### src/rtl/img_pkg.sv
// ---------------------------------------------------------------------------
// img_pkg
// Shared definitions for the camera capture path: default frame size (also
// used by the image source model), capture FSM encoding, bytes per pixel and
// a helper returning a safe counter width for a given element count.
// ---------------------------------------------------------------------------
package img_pkg;

    localparam int N_DEFAULT = 450;
    localparam int M_DEFAULT = 450;
    localparam int BPP       = 3;

    typedef enum logic [1:0] {
        IDLE    = 2'd0,
        CAPTURE = 2'd1,
        DONE    = 2'd2
    } state_e;

    // Counter width for n distinct values, never narrower than one bit.
    function automatic int widthOf(input int n);
        return (n > 1) ? $clog2(n) : 1;
    endfunction

endpackage

### src/rtl/image_capture_if.sv
// ---------------------------------------------------------------------------
// image_capture_if
// Bundles the camera byte stream (camera_en / data_valid / data_in) and the
// frame-buffer write port (pix_we / pix_addr / pix_data / x / y).
//   master : the capture block (drives camera_en and the write port)
//   slave  : source + frame buffer side (drives data_valid / data_in)
// ---------------------------------------------------------------------------
interface image_capture_if #(
    parameter int N = img_pkg::N_DEFAULT,
    parameter int M = img_pkg::M_DEFAULT
);

    localparam int AW = img_pkg::widthOf(N * M);
    localparam int XW = img_pkg::widthOf(N);
    localparam int YW = img_pkg::widthOf(M);

    logic          camera_en;
    logic          data_valid;
    logic [7:0]    data_in;
    logic          pix_we;
    logic [AW-1:0] pix_addr;
    logic [23:0]   pix_data;
    logic [XW-1:0] x;
    logic [YW-1:0] y;

    modport master (
        output camera_en, pix_we, pix_addr, pix_data, x, y,
        input  data_valid, data_in
    );

    modport slave (
        input  camera_en, pix_we, pix_addr, pix_data, x, y,
        output data_valid, data_in
    );

endinterface

### src/rtl/image_capture_pixel_packer.sv
// ---------------------------------------------------------------------------
// pixel_packer
// Decides when an accepted byte completes a pixel and presents the packed
// 24-bit value.
//   phase_i      : byte phase of the byte currently on the bus (0..BPP-1)
//   asm_i        : {byte0, byte1, current byte}
//   data_valid_i : byte is being accepted this cycle
//   pix_done_o   : current byte completes a pixel
//   pix_data_o   : packed pixel, first byte in [23:16]
// ---------------------------------------------------------------------------
module pixel_packer
    import img_pkg::*;
(
    input  logic [1:0]  phase_i,
    input  logic [23:0] asm_i,
    input  logic        data_valid_i,
    output logic        pix_done_o,
    output logic [23:0] pix_data_o
);

    assign pix_done_o = data_valid_i && (phase_i == 2'(BPP - 1));
    assign pix_data_o = asm_i;

endmodule

### src/rtl/image_capture.sv
// ---------------------------------------------------------------------------
// image_capture
// Requests one frame from the camera source, packs every three accepted
// bytes into a 24-bit pixel and writes it to the frame buffer at a linear
// address, pulsing frame_done with the last of N*M pixels.
//   clk, rst   : system clock, asynchronous active-high reset
//   start      : one-cycle capture request, honoured only in IDLE
//   busy       : high from the cycle after start until the frame_done cycle
//   frame_done : one-cycle pulse alongside the final pixel write
//   bus        : camera stream in, frame-buffer write port out
// ---------------------------------------------------------------------------
module image_capture
    import img_pkg::*;
#(
    parameter int N = N_DEFAULT,
    parameter int M = M_DEFAULT
) (
    input  logic clk,
    input  logic rst,
    input  logic start,
    output logic busy,
    output logic frame_done,
    image_capture_if.master bus
);

    localparam int AW = widthOf(N * M);
    localparam int XW = widthOf(N);
    localparam int YW = widthOf(M);

    state_e        state_q, state_d;
    logic [1:0]    phase_q, phase_d;
    logic [15:0]   shift_q, shift_d;
    logic [AW-1:0] pixCnt_q, pixCnt_d;
    logic [XW-1:0] xCnt_q, xCnt_d;
    logic [YW-1:0] yCnt_q, yCnt_d;
    logic          we_q, we_d;
    logic [AW-1:0] addr_q, addr_d;
    logic [23:0]   data_q, data_d;
    logic [XW-1:0] x_q, x_d;
    logic [YW-1:0] y_q, y_d;

    logic          accept;
    logic          pixDone;
    logic          lastPixel;
    logic [23:0]   packedData;
    logic          cameraEn;

    // Bytes outside CAPTURE (including the source's trailing byte) are dropped.
    assign accept    = (state_q == CAPTURE) && bus.data_valid;
    assign lastPixel = pixDone && (pixCnt_q == AW'(N * M - 1));

    pixel_packer u_packer (
        .phase_i      (phase_q),
        .asm_i        ({shift_q, bus.data_in}),
        .data_valid_i (accept),
        .pix_done_o   (pixDone),
        .pix_data_o   (packedData)
    );

    // State register
    always_ff @(posedge clk or posedge rst) begin
        if (rst) begin
            state_q <= IDLE;
        end else begin
            state_q <= state_d;
        end
    end

    // Next-state logic; start is only looked at in IDLE
    always_comb begin
        state_d = state_q;
        unique case (state_q)
            IDLE:    if (start) state_d = CAPTURE;
            CAPTURE: if (lastPixel) state_d = DONE;
            DONE:    state_d = IDLE;
            default: state_d = IDLE;
        endcase
    end

    // Status outputs decoded from the registered state
    always_comb begin
        cameraEn   = (state_q == CAPTURE);
        busy       = (state_q != IDLE);
        frame_done = (state_q == DONE);
    end

    // Byte assembly, pixel counters and write-port next values.
    // The linear address is its own counter so no y*N multiply is needed.
    always_comb begin
        phase_d  = phase_q;
        shift_d  = shift_q;
        pixCnt_d = pixCnt_q;
        xCnt_d   = xCnt_q;
        yCnt_d   = yCnt_q;
        we_d     = 1'b0;
        addr_d   = addr_q;
        data_d   = data_q;
        x_d      = x_q;
        y_d      = y_q;
        if (state_q == IDLE && start) begin
            phase_d  = '0;
            pixCnt_d = '0;
            xCnt_d   = '0;
            yCnt_d   = '0;
        end else if (accept) begin
            if (pixDone) begin
                phase_d = '0;
                we_d    = 1'b1;
                data_d  = packedData;
                addr_d  = pixCnt_q;
                x_d     = xCnt_q;
                y_d     = yCnt_q;
                if (!lastPixel) begin
                    pixCnt_d = pixCnt_q + 1'b1;
                    if (xCnt_q == XW'(N - 1)) begin
                        xCnt_d = '0;
                        yCnt_d = yCnt_q + 1'b1;
                    end else begin
                        xCnt_d = xCnt_q + 1'b1;
                    end
                end
            end else begin
                phase_d = phase_q + 1'b1;
                shift_d = {shift_q[7:0], bus.data_in};
            end
        end
    end

    // Datapath registers
    always_ff @(posedge clk or posedge rst) begin
        if (rst) begin
            phase_q  <= '0;
            shift_q  <= '0;
            pixCnt_q <= '0;
            xCnt_q   <= '0;
            yCnt_q   <= '0;
            we_q     <= 1'b0;
            addr_q   <= '0;
            data_q   <= '0;
            x_q      <= '0;
            y_q      <= '0;
        end else begin
            phase_q  <= phase_d;
            shift_q  <= shift_d;
            pixCnt_q <= pixCnt_d;
            xCnt_q   <= xCnt_d;
            yCnt_q   <= yCnt_d;
            we_q     <= we_d;
            addr_q   <= addr_d;
            data_q   <= data_d;
            x_q      <= x_d;
            y_q      <= y_d;
        end
    end

    assign bus.camera_en = cameraEn;
    assign bus.pix_we    = we_q;
    assign bus.pix_addr  = addr_q;
    assign bus.pix_data  = data_q;
    assign bus.x         = x_q;
    assign bus.y         = y_q;

endmodule

### src/flat_wrapper.sv
// flat-port wrapper written by rule: the top's interface ports become plain ports
module image_capture_flat import img_pkg::*;
#(
    parameter int N = N_DEFAULT,
    parameter int M = M_DEFAULT
)
  (clk, rst, start, busy, frame_done, bus_camera_en, bus_pix_we, bus_pix_addr, bus_pix_data, bus_x, bus_y, bus_data_valid, bus_data_in);
  image_capture_if #(.N(N), .M(M)) bus_i ();
  input  logic clk;
  input  logic rst;
  input  logic start;
  output logic busy;
  output logic frame_done;
  output wire logic [$bits(bus_i.camera_en)-1:0] bus_camera_en;
  output wire logic [$bits(bus_i.pix_we)-1:0] bus_pix_we;
  output wire logic [$bits(bus_i.pix_addr)-1:0] bus_pix_addr;
  output wire logic [$bits(bus_i.pix_data)-1:0] bus_pix_data;
  output wire logic [$bits(bus_i.x)-1:0] bus_x;
  output wire logic [$bits(bus_i.y)-1:0] bus_y;
  input wire logic [$bits(bus_i.data_valid)-1:0] bus_data_valid;
  input wire logic [$bits(bus_i.data_in)-1:0] bus_data_in;
  assign bus_camera_en = bus_i.camera_en;
  assign bus_pix_we = bus_i.pix_we;
  assign bus_pix_addr = bus_i.pix_addr;
  assign bus_pix_data = bus_i.pix_data;
  assign bus_x = bus_i.x;
  assign bus_y = bus_i.y;
  assign bus_i.data_valid = bus_data_valid;
  assign bus_i.data_in = bus_data_in;
  image_capture #(.N(N), .M(M)) u_core (.clk(clk), .rst(rst), .start(start), .busy(busy), .frame_done(frame_done), .bus(bus_i));
endmodule
### config.mk
export PLATFORM = sky130hd
export DESIGN_NAME = image_capture_flat
export DESIGN_NICKNAME = d
export VERILOG_FILES = /design/src/rtl/img_pkg.sv /design/src/rtl/image_capture_if.sv /design/src/rtl/image_capture_pixel_packer.sv /design/src/rtl/image_capture.sv /design/src/flat_wrapper.sv
export SDC_FILE = /design/constraint.sdc
export NUM_CORES = 1
export LEC_CHECK = 0
export ABC_AREA = 0
export BUFFER_PORTS_ARGS = -buffer_cell sky130_fd_sc_hd__buf_4
export CORE_MARGIN = 3
export CORE_UTILIZATION = 40
export CTS_BUF_LIST = sky130_fd_sc_hd__clkbuf_8
export CTS_CLUSTER_SIZE = 8
export DETAILED_ROUTE_END_ITERATION = 7
export RECOVER_POWER = 50
export SETUP_SLACK_MARGIN = 0.3
export SYNTH_ARGS = -nofsm -noshare
export SYNTH_HDL_FRONTEND = slang
export SYNTH_HIERARCHICAL = 1
export SYNTH_SLANG_ARGS = --single-unit
### constraint.sdc
create_clock -name clk -period 4 [get_ports clk]
set_clock_uncertainty 0.15 [all_clocks]
set_input_delay 0.8 -clock clk [delete_from_list [all_inputs] [get_ports clk]]
set_output_delay 0.8 -clock clk [all_outputs]
set_load 0.01 [all_outputs]
==> impl_metrics.csv <==
group,metric,value,unit
timing,post_route_fraction_of_the_period_consumed_by_the_critical_path,74.7,%
pwr,power.share.clock,34.5,%
timing,setup_viol,0,
floorplanning,start_util,42.0,%
layout,share_of_layout_cells_above_drive_strength_1,17.3,%
routing,route.vias.total,3848,
pwr,seq_power_share,47.6,%
routing,route.antenna.remaining_nets,0,
yosys,synth_cell_area,0.00519,mm^2
pwr,p_leak,2.92,nW
timing,setup_total_negative_slack,0,ns
layout,layout_commonest_cell,"sky130_fd_sc_hd__nand2_1",
worst_setup_path,critical_path_required,4.17,ns
floorplanning,ioPinCount,76,
worst_setup_path,worstSetupPathType,"reg2reg",
global_routing,grt_max_degree,85,
clock_tree,post_cts_resize_count,0,
layout,layout_common_cells,"187 x sky130_fd_sc_hd__nand2_1, 117 x sky130_fd_sc_hd__dfrtp_1, 46 x sky130_fd_sc_hd__buf_4",
pwr,netSwitchingPower,0.912,mW
global_routing,global_route.usage.total,16.4,%
floorplanning,die_area,0.0144,mm^2
floorplanning,die_width,120,um
place,post-dp-hpwl,7190,um
timing,achievable-frequency,335,MHz
clock_tree,cts_inserted_buffers,17,
layout,layoutNonFillerInstCount,769,
global_routing,number_of_antenna_violations_at_the_first_check_in_global_routing,0,
routing,drt-initial-drc-count,282,
global_routing,grt_first_pass_wirelength,18900,um
place,place.port_buffers,75,
pwr,max-vdd-ir-drop,0.216,mV
worst_hold_path,timing.hold.worst.class,"reg2reg",
worst_setup_path,arrival_time_at_the_worst_endpoint,3.15,ns
yosys,sequential_area_share_after_synthesis,56.4,%
clock_tree,clk-insertion-delay-late,0.43,ns
worst_setup_path,crit_path_end_kind,"flip-flop",
pwr,p_int,2.29,mW
routing,routed_wl,11100,um
yosys,synthesis.nets,556,
yosys,ys_top_cells_by_area,"sky130_fd_sc_hd__dfrtp_1 56%, sky130_fd_sc_hd__nand2_1 14%, sky130_fd_sc_hd__buf_4 3.8%, sky130_fd_sc_hd__mux2_2 3.7%, sky130_fd_sc_hd__nand3_1 2.2%",
worst_hold_path,holdCritStartpoint,"u_core/shift_q[10]",
yosys,syn_avg_cell_area,9.61,um^2
clock_tree,cts_num_sinks,117,
global_routing,grt.overflow.total,0,
routing,routedWlPerCell,14.4,um
place,placed_cell_area,0.00571,mm^2
timing,rsz0062_at_grt,"false",
timing,fin_hold_ws,0.311,ns
layout,insertedDiodeCount,0,
routing,detailedRoute.firstPassIterationCount,4,
place,dpl_worst_slack,0.805,ns
pwr,design_power_total,3.20,mW
timing,hold_violations,0,
worst_setup_path,crit_path_max_fanout,20,
pwr,pwr-share-comb,17.8,%
place,place.detailed.instances,737,
run_status,violated_checks,"max-capacitance violations, max-slew violations",
layout,layout-area-overhead-vs-synth,15.7,%
floorplanning,placementRows,40,
yosys,ys_warn_count,6,
floorplanning,fp.dieH,120,um
yosys,yosysUniqueCellTypes,44,
timing,tightest_slew,1.56,ns
yosys,ys.flop_type,"sky130_fd_sc_hd__dfrtp_1",
worst_setup_path,worstSetupStartpoint,"u_core/state_q[1]",
clock_tree,post-cts-setup-buffer-count,0,
clock_tree,cts_tree,"done",
global_routing,number_of_global_route_vias_before_repair,3758,
pwr,sw_frac_of_total,28.5,%
layout,fin_util,48.6,%
place,gp_congestion,0.805,
timing,maxSlewHeadroom,-4.76,%
clock_tree,ctsRootBufferMaster,"sky130_fd_sc_hd__clkbuf_8",
yosys,synth-edff-count,0,
floorplanning,core_area,0.0124,mm^2
timing,final.min_clock_period,2.99,ns
yosys,synth_largest_type_area_fraction,56.4,%
routing,drc,0,
clock_tree,cts_hold_repair_buffers,0,
run_status,status,"finished with violations",
timing,report.final.slew_viol_count,34,
worst_setup_path,startpoint_type,"flip-flop",
layout,post-route-cell-area,0.00600,mm^2
pwr,pwr_dens,533,mW/mm^2
clock_tree,worst_setup_hold_path_clk_slew,0.07,ns
timing,layout_setup_ws,1.01,ns
yosys,yosys_register_bits,117,
run,max_cap_violations,1,
clock_tree,cts_htree_levels,4,
yosys,asyncSetResetFlopFracSynth,100,%
layout,final_net_count,604,
yosys,synthDominantAreaCellType,"sky130_fd_sc_hd__dfrtp_1",
yosys,synthesis.instances,540,
worst_setup_path,worst_r2r_startpoint,"u_core/state_q[1]",
clock_tree,cts-root-to-sink-buffers,2,
routing,via_per_inst,5.00,
sequential cells by signal, summed over array words and instances, names as in the netlist:
register,cells
u_core/bus.pix_addr,18
u_core/yCnt_q,9
u_core/state_q,2
u_core/shift_q,16
u_core/xCnt_q,9
u_core/bus.pix_we,1
u_core/bus.y,9
u_core/bus.x,9
u_core/pixCnt_q,18
u_core/bus.pix_data,24
u_core/phase_q,2
layer usage:
metal	global-route usage, %	part of all wire, %
met5	0	0
met4	6.37	1.2
met3	4.29	4.8
met2	25.3	47
met1	22.3	47
power groups by stage:
stage               Clock (mW)  Sequential, mW  Combinational (mW)
floorplan                    0            1.59               0.343
global placement             0            1.54               0.630
detailed placement           0            1.55               0.647
CTS                       1.14            1.53               0.648
global route              1.19            1.56               0.654
finish                    1.10            1.52               0.571
final timing paths:
check                      cells after the start                       to  slack [ns]
max                                           10         u_core/xCnt_q[2]        1.01
max in group asynchronous                      3  u_core/bus.pix_data[17]        2.09
min in group asynchronous                      2   u_core/bus.pix_data[1]        0.59
min                                            2  u_core/bus.pix_data[18]        0.31
min reg2reg                                    2  u_core/bus.pix_data[18]        0.31
max reg2reg                                   10         u_core/xCnt_q[2]        1.01
kinds of logic after synthesis:
logic type / Yosys count / share of synthesized area (%)
simple gates: 283 / 24.4
flops: 117 / 56.4
xor+xnor: 10 / 1.69
mux: 21 / 4.46
buf+inv: 60 / 6.53
fa+ha+maj: 4 / 0.965
compound gates: 45 / 5.57
cell type report:
cell class | count | area, um^2
timing repair buffer | 80 | 493
sequential | 117 | 2930
multi-input combinational | 363 | 1920
fill | 1231 | 6360
tap | 168 | 210
clock inverter | 9 | 98.8
inverter | 9 | 35.0
clock buffer | 23 | 317
critical path: stages (launching register included):
cell and delay [ns]:
sky130_fd_sc_hd__dfrtp_1 0.40, sky130_fd_sc_hd__nand2b_1 0.19, sky130_fd_sc_hd__inv_1 0.09, sky130_fd_sc_hd__and2_1 0.16
sky130_fd_sc_hd__and3b_1 0.23, sky130_fd_sc_hd__nor4b_1 0.26, sky130_fd_sc_hd__nand3_1 0.18, sky130_fd_sc_hd__o21ai_2 0.48
sky130_fd_sc_hd__buf_4 0.32, sky130_fd_sc_hd__nor2_1 0.13, sky130_fd_sc_hd__o221a_2 0.28
Yosys cell counts (all sizes together) (4+ instances only):
master and instances:
nand4 6, dfrtp 117, a21oi 11, nor3 8
clkbuf 14, and4 4, or4 4, nor2 20
o31ai 8, nor4 4, mux2 17, inv 9
nand3 24, buf 36, mux2i 4, xnor2 6
o21ai 16, or3 5, and3 6, ha 4
xor2 4, nand2 187
Power figures use the tool's default switching activity.
